==> config.mk <==
export PLATFORM = sky130hd
export DESIGN_NAME = bus_arbiter_8
export DESIGN_NICKNAME = d
export VERILOG_FILES = /design/src/rtl/arb_defs.sv /design/src/rtl/rr_pick8.sv /design/src/rtl/bus_arbiter_8.sv
export SDC_FILE = /design/constraint.sdc
export NUM_CORES = 1
export LEC_CHECK = 0
export ABC_AREA = 1
export CAP_MARGIN = 20
export CORE_MARGIN = 2
export CORE_UTILIZATION = 25
export CTS_BUF_LIST = sky130_fd_sc_hd__clkbuf_8
export CTS_CLUSTER_DIAMETER = 100
export DETAILED_ROUTE_END_ITERATION = 12
export SYNTH_ARGS = -nofsm -noshare
export SYNTH_HDL_FRONTEND = slang
export SYNTH_HIERARCHICAL = 1
export SYNTH_SLANG_ARGS = --single-unit
==> constraint.sdc <==
create_clock -name clk -period 7.85 [get_ports clk]
set_clock_uncertainty 0.15 [all_clocks]
set_input_delay 1.9625 -clock clk [delete_from_list [all_inputs] [get_ports clk]]
set_output_delay 1.9625 -clock clk [all_outputs]
set_load 0.1 [all_outputs]
==> src/rtl/arb_defs.sv <==
// Shared definitions for the eight-way bus arbiter: sizes, FSM encoding, helpers.
package arb_defs;

    localparam int unsigned NREQ   = 8;
    localparam int unsigned IDX_W  = 3;
    localparam int unsigned HOLD_W = 8;

    localparam logic [1:0] IDLE = 2'd0;
    localparam logic [1:0] BUSY = 2'd1;
    localparam logic [1:0] GAP  = 2'd2;

    // One-hot expansion of a requester index into a grant vector.
    function automatic logic [NREQ-1:0] onehot(input logic [IDX_W-1:0] idx);
        return NREQ'(1) << idx;
    endfunction

endpackage

==> src/rtl/rr_pick8.sv <==
// Combinational round-robin pick: rotate req so last+1 sits at bit 0,
// priority-encode the lowest set bit, then un-rotate back to a real index.
module rr_pick8
    import arb_defs::*;
(
    input  logic [NREQ-1:0]  req,
    input  logic [IDX_W-1:0] last,
    output logic             any,
    output logic [IDX_W-1:0] idx
);

    logic [IDX_W-1:0] base;
    logic [IDX_W-1:0] off;
    logic [NREQ-1:0]  rot;

    assign base = last + IDX_W'(1);
    assign any  = |req;
    assign idx  = base + off;

    // Rotate so that requester last+1 lands in bit 0 (indices wrap mod 8).
    always_comb begin
        rot = '0;
        for (int i = 0; i < int'(NREQ); i++) begin
            rot[i] = req[base + IDX_W'(i)];
        end
    end

    // Lowest set bit of the rotated vector wins.
    always_comb begin
        off = '0;
        for (int i = int'(NREQ) - 1; i >= 0; i--) begin
            if (rot[i]) begin
                off = IDX_W'(i);
            end
        end
    end

endmodule

==> src/rtl/bus_arbiter_8.sv <==
// Round-robin owner of the internal bus: grant, bounded hold, one-cycle gap.
module bus_arbiter_8
    import arb_defs::*;
#(
    parameter int unsigned MAX_HOLD = 16
) (
    input  logic             clk,
    input  logic             rst,
    input  logic             en,
    input  logic [NREQ-1:0]  req,
    output logic [NREQ-1:0]  gnt,
    output logic [IDX_W-1:0] gnt_id,
    output logic             gnt_valid,
    output logic             timeout
);

    logic [1:0]        state_q, state_d;
    logic [HOLD_W-1:0] cnt_q, cnt_d;
    logic [IDX_W-1:0]  last_q, last_d;
    logic [NREQ-1:0]   gnt_q, gnt_d;
    logic [IDX_W-1:0]  gnt_id_q, gnt_id_d;
    logic              gnt_valid_q, gnt_valid_d;
    logic              timeout_q, timeout_d;

    logic              pick_any;
    logic [IDX_W-1:0]  pick_idx;
    logic              owner_req;
    logic              hold_done;

    rr_pick8 u_pick (
        .req  (req),
        .last (last_q),
        .any  (pick_any),
        .idx  (pick_idx)
    );

    assign owner_req = req[gnt_id_q];
    assign hold_done = (cnt_q == HOLD_W'(MAX_HOLD - 1));

    // State and output registers; reset leaves requester 0 at top priority.
    always_ff @(posedge clk or posedge rst) begin
        if (rst) begin
            state_q     <= IDLE;
            cnt_q       <= '0;
            last_q      <= IDX_W'(NREQ - 1);
            gnt_q       <= '0;
            gnt_id_q    <= '0;
            gnt_valid_q <= 1'b0;
            timeout_q   <= 1'b0;
        end else begin
            state_q     <= state_d;
            cnt_q       <= cnt_d;
            last_q      <= last_d;
            gnt_q       <= gnt_d;
            gnt_id_q    <= gnt_id_d;
            gnt_valid_q <= gnt_valid_d;
            timeout_q   <= timeout_d;
        end
    end

    // Next-state: grant when enabled and someone asks, leave BUSY on release or hold limit.
    always_comb begin
        state_d = state_q;
        case (state_q)
            IDLE: if (en && pick_any) state_d = BUSY;
            BUSY: if (!owner_req || hold_done) state_d = GAP;
            GAP:  state_d = (en && pick_any) ? BUSY : IDLE;
            default: state_d = IDLE;
        endcase
    end

    // Output/datapath next values derived from the state transition.
    always_comb begin
        cnt_d       = cnt_q;
        last_d      = last_q;
        gnt_d       = gnt_q;
        gnt_id_d    = gnt_id_q;
        gnt_valid_d = gnt_valid_q;
        timeout_d   = 1'b0;
        if (state_q != BUSY && state_d == BUSY) begin
            cnt_d       = '0;
            last_d      = pick_idx;
            gnt_d       = onehot(pick_idx);
            gnt_id_d    = pick_idx;
            gnt_valid_d = 1'b1;
        end else if (state_q == BUSY && state_d == GAP) begin
            cnt_d       = '0;
            gnt_d       = '0;
            gnt_id_d    = '0;
            gnt_valid_d = 1'b0;
            timeout_d   = owner_req;   // still requesting means the hold limit fired
        end else if (state_q == BUSY) begin
            cnt_d = cnt_q + HOLD_W'(1);
        end
    end

    assign gnt       = gnt_q;
    assign gnt_id    = gnt_id_q;
    assign gnt_valid = gnt_valid_q;
    assign timeout   = timeout_q;

endmodule

==> impl_metrics.json, run 1 <==
{
  "status": "finished clean",
  "cts_setup_buffers": 0,
  "timing.final.ws_setup_ns": 3.04,
  "hold_start": "gnt_valid",
  "hold_viol_final": 0,
  "nets": 339,
  "dieArea_mm2": 0.00843,
  "synth.area.mux_share_pct": 0,
  "via_count": 1792,
  "grt_pass1_vias": 1794,
  "drt_wl_total_um": 4300,
  "worst-setup-path-type": "input pin to flip-flop",
  "r2r_slack_ns": 4.02,
  "rr_startpoint": "last_q[0]",
  "tightest_slew_ns": 0.973,
  "grt_pass1_wl_um": 7940,
  "clkLatencyLatePin_ns": 0.27,
  "final_util_pct": 30.5,
  "die_y_um": 91.8,
  "ctsHtreeMaxLevel": 1,
  "synthesis.area_mm2": 0.00193,
  "end_kind": "flip-flop",
  "wl_per_cell_um": 10.1,
  "fin_crit_ns": 4.81,
  "critPathLaunchType": "input pin",
  "gp_congestion": 0.775,
  "cts_resized": 0,
  "ys_warn_count": 6,
  "postCtsHoldBufs": 0,
  "grt_usage_pct": 11.0,
  "fmax_mhz": 208,
  "synth_cell_types": 28,
  "n_antenna_cell": 0,
  "cp_common_cell": "nand2_1",
  "antenna_found_initial": 0,
  "cp.arrival_ns": 4.87,
  "synth-simple-area-share_pct": 44.9,
  "critPathLaunch": "req[7]",
  "clk_pin_slew_ns": 0.09,
  "synthFlopType": "dfrtp_1",
  "ys_async_sr_fraction_pct": 100,
  "synth_common_cells": "nand2_1 (122), nand3_1 (44), inv_1 (42)",
  "drc": 0,
  "synth_top_family_by_area": "simple AND/OR/NAND/NOR gates",
  "avgSynthCellArea_um2": 6.43,
  "portBuffers": 23,
  "seq_area_frac_synth_pct": 33.9,
  "synth_area_leaders": "dfrtp_1 (30%), nand2_1 (24%), nand3_1 (11%)",
  "dpl.hpwl_um": 3350,
  "vias_per_cell": 4.22,
  "cp_slowest_cell": "clkdlybuf4s50_1",
  "postRouteAntennaNets": 0,
  "worstPathCellList": "clkdlybuf4s50_1, inv_1, nand2_1, nand2_1, nand2_1, nand3_1, nand2_1, nand2_1, nand2_1, nand2_1, nand2_1, nand2_1, a21oi_1, ha_1, inv_1, fa_1, xnor2_1, nand3b_1, nand2_1, inv_1, inv_1, nor2_1, nand2_1, nand2_1",
  "cts_buffers": 3,
  "synth_adder_area_share_pct": 2.99,
  "clock-sinks": 26,
  "synth_top_area_share_pct": 29.9,
  "slew_violations": 0,
  "grt.overflow.total": 0,
  "start_util_pct": 25.3,
  "syn_to_final_growth_pct": 20.4,
  "cts_tree": "built",
  "rsz0062_at_grt": "false",
  "placementRows": 32,
  "synth_xor_area_share_pct": 4.09,
  "maxSlewHeadroom_pct": 34.9,
  "layout-drive-gt1-share_pct": 7.74,
  "cp.required_ns": 7.91,
  "synth-compound-area-share_pct": 2.40,
  "coreArea_mm2": 0.00761,
  "critPathTopFamily": "simple AND/OR/NAND/NOR gates",
  "crit_buf_inv": 5,
  "synthCells": 300,
  "max_cap_viol_count": 0,
  "ys_ff_latch": 26,
  "root_buffer": "clkbuf_8",
  "hold_class": "flip-flop to flip-flop",
  "clockBufferDepth": 2,
  "setup_tns_ns": 0,
  "slowest_delay_ns": 0.59,
  "yosys.area.top_type": "dfrtp_1",
  "dr.pass1.iters": 4,
  "post-route-period-util_pct": 61.2,
  "worst-path-max-fanout": 5,
  "io_pins": 24,
  "finalSetupViolCount": 0,
  "grt_max_degree": 27,
  "die_x_um": 91.8,
  "dp_slack_ns": 2.79,
  "synth-edff-count": 0,
  "yosysMostFrequentCell": "nand2_1",
  "synth_fp_nets": 315,
  "drtIter0Drc": 41
}
## worst reg2reg max path, cell delays in order, from the launching register on
cell and delay (ns):
dfstp_2 0.72, ha_1 0.41, inv_4 0.17, nand2_1 0.08
nand2_2 0.11, nand3_1 0.11, nand3_1 0.09, nand2_1 0.09
nand2_1 0.07, nand2_1 0.04, nand2_1 0.05, nand2_1 0.04
a21oi_1 0.12, ha_1 0.17, inv_1 0.05, fa_1 0.40
xnor2_1 0.19, nand3b_1 0.13, nand2_1 0.05, inv_1 0.04
inv_1 0.07, nor2_1 0.25, nand2_1 0.10, nand2_1 0.08
## cells by family after synthesis
family | Yosys count
AOI/OAI and AO/OA | 8
xor gates and xnor gates | 9
adders and majority gates | 4
buffers and inverters | 52
DFF | 26
and+or+nand+nor | 201
## per-stage QoR
| step | area [um2] | std cells | hold slack [ns] |
|---|---|---|---|
| 6_report | 2320 | 425 | 0.343 |
| 2_1_floorplan | 1930 | 300 | 0.309 |
| 4_1_cts | 2290 | 424 | 0.349 |
| 3_3_place_gp | 2240 | 420 | 0.311 |
| 3_5_place_dp | 2240 | 420 | 0.317 |
| 5_1_grt | 2320 | 425 | 0.383 |
## per-layer routing
metal  routed length (um)  global-route usage, %  up-vias
li1                     -                      -      969
met5                    0                      0        -
met1                 2370                   16.5      789
met4                   14                   1.24        0
met2                 1740                   17.2       32
met3                  182                   1.97        2
## final timing paths
path                              to  cells after the start
max                           gnt[6]                     24
min                        gnt_valid                      2
max reg2reg                   gnt[6]                     23
min reg2reg                gnt_valid                      2
max in group asynchronous  last_q[0]                      3
min in group asynchronous     gnt[5]                      2
## final cells by class
cell class                      count  area [um2]
Clock buffer                        4        55.1
Fill cell                         853        5290
Inverter                           47         179
Multi-Input combinational cell    222        1050
Sequential cell                    26         654
Tap cell                          102         128
Timing Repair Buffer               24         258
## layout by cell type (no fill, tap or decap), types with 2 or more instances in the layout
master	instances
nand2_1	122
nand3_1	44
inv_1	42
dfrtp_1	23
clkdlybuf4s50_1	23
nor2_1	17
nand2_2	7
xor2_1	6
inv_2	4
clkbuf_8	4
o21ai_0	3
xnor2_1	3
ha_1	3
dfstp_2	3
nor2_4	2
nand3b_1	2
nor2_2	2
o21ai_1	2
nor4_1	2
## registers in the layout, summed over array words and instances (netlist names)
| name | count |
|---|---|
| timeout | 1 |
| state_q | 2 |
| gnt | 8 |
| cnt_q | 8 |
| gnt_id | 3 |
| last_q | 3 |
| gnt_valid | 1 |
Power of run 1 is left out: the tool's default activity adds up to more than one toggle a clock period on the data nets, which glitch-free logic cannot reach.
==> run 2: changes to the inputs <==
==> constraint.sdc (replaced) <==
create_clock -name clk -period 5 [get_ports clk]
set_clock_uncertainty 0.15 [all_clocks]
set_input_delay 1.25 -clock clk [delete_from_list [all_inputs] [get_ports clk]]
set_output_delay 1.25 -clock clk [all_outputs]
set_load 0.1 [all_outputs]
==> impl_metrics.json, run 2 (synthesis results as in run 1) <==
{
  "min_to": "gnt_valid",
  "max_cap_viol_count": 0,
  "fmax_mhz": 242,
  "via_count": 1801,
  "worst-path-max-fanout": 5,
  "nFillCells": 829,
  "r2r_slack_ns": 1.15,
  "fin_crit_ns": 4.13,
  "worst-setup-path-type": "input pin to flip-flop",
  "root_buffer": "clkbuf_8",
  "layout-drive-gt1-share_pct": 7.74,
  "clock-sinks": 26,
  "nets": 339,
  "grt_pass1_wl_um": 8030,
  "drc": 0,
  "whs_path_depth": 2,
  "placementRows": 32,
  "grt_usage_pct": 11.2,
  "post-route-period-util_pct": 82.7,
  "dieArea_mm2": 0.00843,
  "fin_cells": 425,
  "portBuffers": 23,
  "grt_pass1_vias": 1798,
  "dp.cells": 420,
  "cts_resized": 0,
  "r2r_cells": 23,
  "cp.required_ns": 5.06,
  "die_x_um": 91.8,
  "hold_start": "gnt_valid",
  "clkLatencyLatePin_ns": 0.26,
  "cts_setup_buffers": 0,
  "vias_per_cell": 4.24,
  "dpl.hpwl_um": 3380,
  "syn_to_final_growth_pct": 20.4,
  "cts_tree": "built",
  "seq_area_um2": 654,
  "start_util_pct": 25.3,
  "drtIter0Drc": 71,
  "clockBufferDepth": 2,
  "n_antenna_cell": 0,
  "setup_tns_ns": 0,
  "drt_wl_total_um": 4340,
  "coreArea_mm2": 0.00761,
  "final_common_cell": "nand2_1",
  "multi_input_area_mm2": 0.00105,
  "rsz0062_at_grt": "false",
  "die_y_um": 91.8,
  "status": "finished clean",
  "clk_pin_slew_ns": 0.09,
  "hold_class": "flip-flop to flip-flop",
  "final_cell_mix": "nand2_1 (122), nand3_1 (44), inv_1 (42)",
  "postCtsHoldBufs": 0,
  "dr.pass1.iters": 4,
  "cp.arrival_ns": 4.19,
  "hold_viol_final": 0,
  "finalSetupViolCount": 0,
  "ctsHtreeMaxLevel": 1,
  "io_pins": 24,
  "maxSlewHeadroom_pct": 34.4,
  "slew_violations": 0,
  "antenna_found_initial": 0,
  "postRouteAntennaNets": 0,
  "tightest_slew_ns": 0.982,
  "grt_max_degree": 27,
  "cts_buffers": 3,
  "grt.overflow.total": 0,
  "gp_congestion": 0.775,
  "r2r-end": "gnt[5]",
  "end_kind": "flip-flop",
  "critPathLaunchType": "input pin",
  "rr_startpoint": "last_q[0]",
  "wl_per_cell_um": 10.2
}
-- run 2: cell counts in the layout (fill, tap and decap cells not counted) --
Identical to the previous run, type by type.
-- run 2: how the worst max path moves through the flow --
stage | start | endpoint | depth (start not counted)
2_1_floorplan | req[5] | gnt_id[2] | 23
3_3_place_gp | req[4] | gnt[5] | 24
3_5_place_dp | req[4] | gnt[6] | 24
4_1_cts | req[4] | gnt[5] | 24
5_1_grt | req[7] | gnt[5] | 24
6_report | req[0] | gnt[5] | 24
-- run 2: through the flow --
step | worst slack, ns | hold slack [ns] | util (%) | area [um2]
after floorplan | 1.47 | 0.309 | - | 1930
after global placement | 0.648 | 0.311 | 29.4 | 2240
after detailed placement | 0.625 | 0.327 | 29.4 | 2240
after CTS | 0.879 | 0.351 | 30.2 | 2290
after global routing | 0.451 | 0.380 | 30.5 | 2320
final | 0.867 | 0.339 | 30.5 | 2320
-- run 2: layout make-up --
cell class	count	share of cell area (%)
multi-input combinational	222	45.2
sequential	26	28.2
timing repair buffer	24	11.1
inverter	47	7.70
tap	102	5.50
clock buffer	4	2.37
-- run 2: routing by layer --
| layer | GRT usage, % | share of wire, % |
|---|---|---|
| met1 | 17.0 | 54 |
| met5 | 0 | 0 |
| met4 | 1.24 | 0.32 |
| met3 | 1.64 | 4.3 |
| met2 | 17.5 | 41 |
-- run 2: worst max-delay path, cell delays in order --
cell             delay [ns]
clkdlybuf4s50_1        0.56
inv_1                  0.06
nand2_1                0.06
nand2_1                0.07
nand2_1                0.07
o21ai_1                0.09
nand2_1                0.08
nand2_1                0.07
nand2_1                0.07
nand2_1                0.04
nand2_1                0.05
nand2_1                0.04
a21oi_1                0.14
ha_1                   0.16
inv_1                  0.05
fa_1                   0.39
xnor2_1                0.20
nand3b_1               0.13
nand2_1                0.06
inv_1                  0.04
inv_1                  0.07
nor2_1                 0.25
nand2_1                0.10
nand2_1                0.08
Power of run 2 is left out for the same reason.
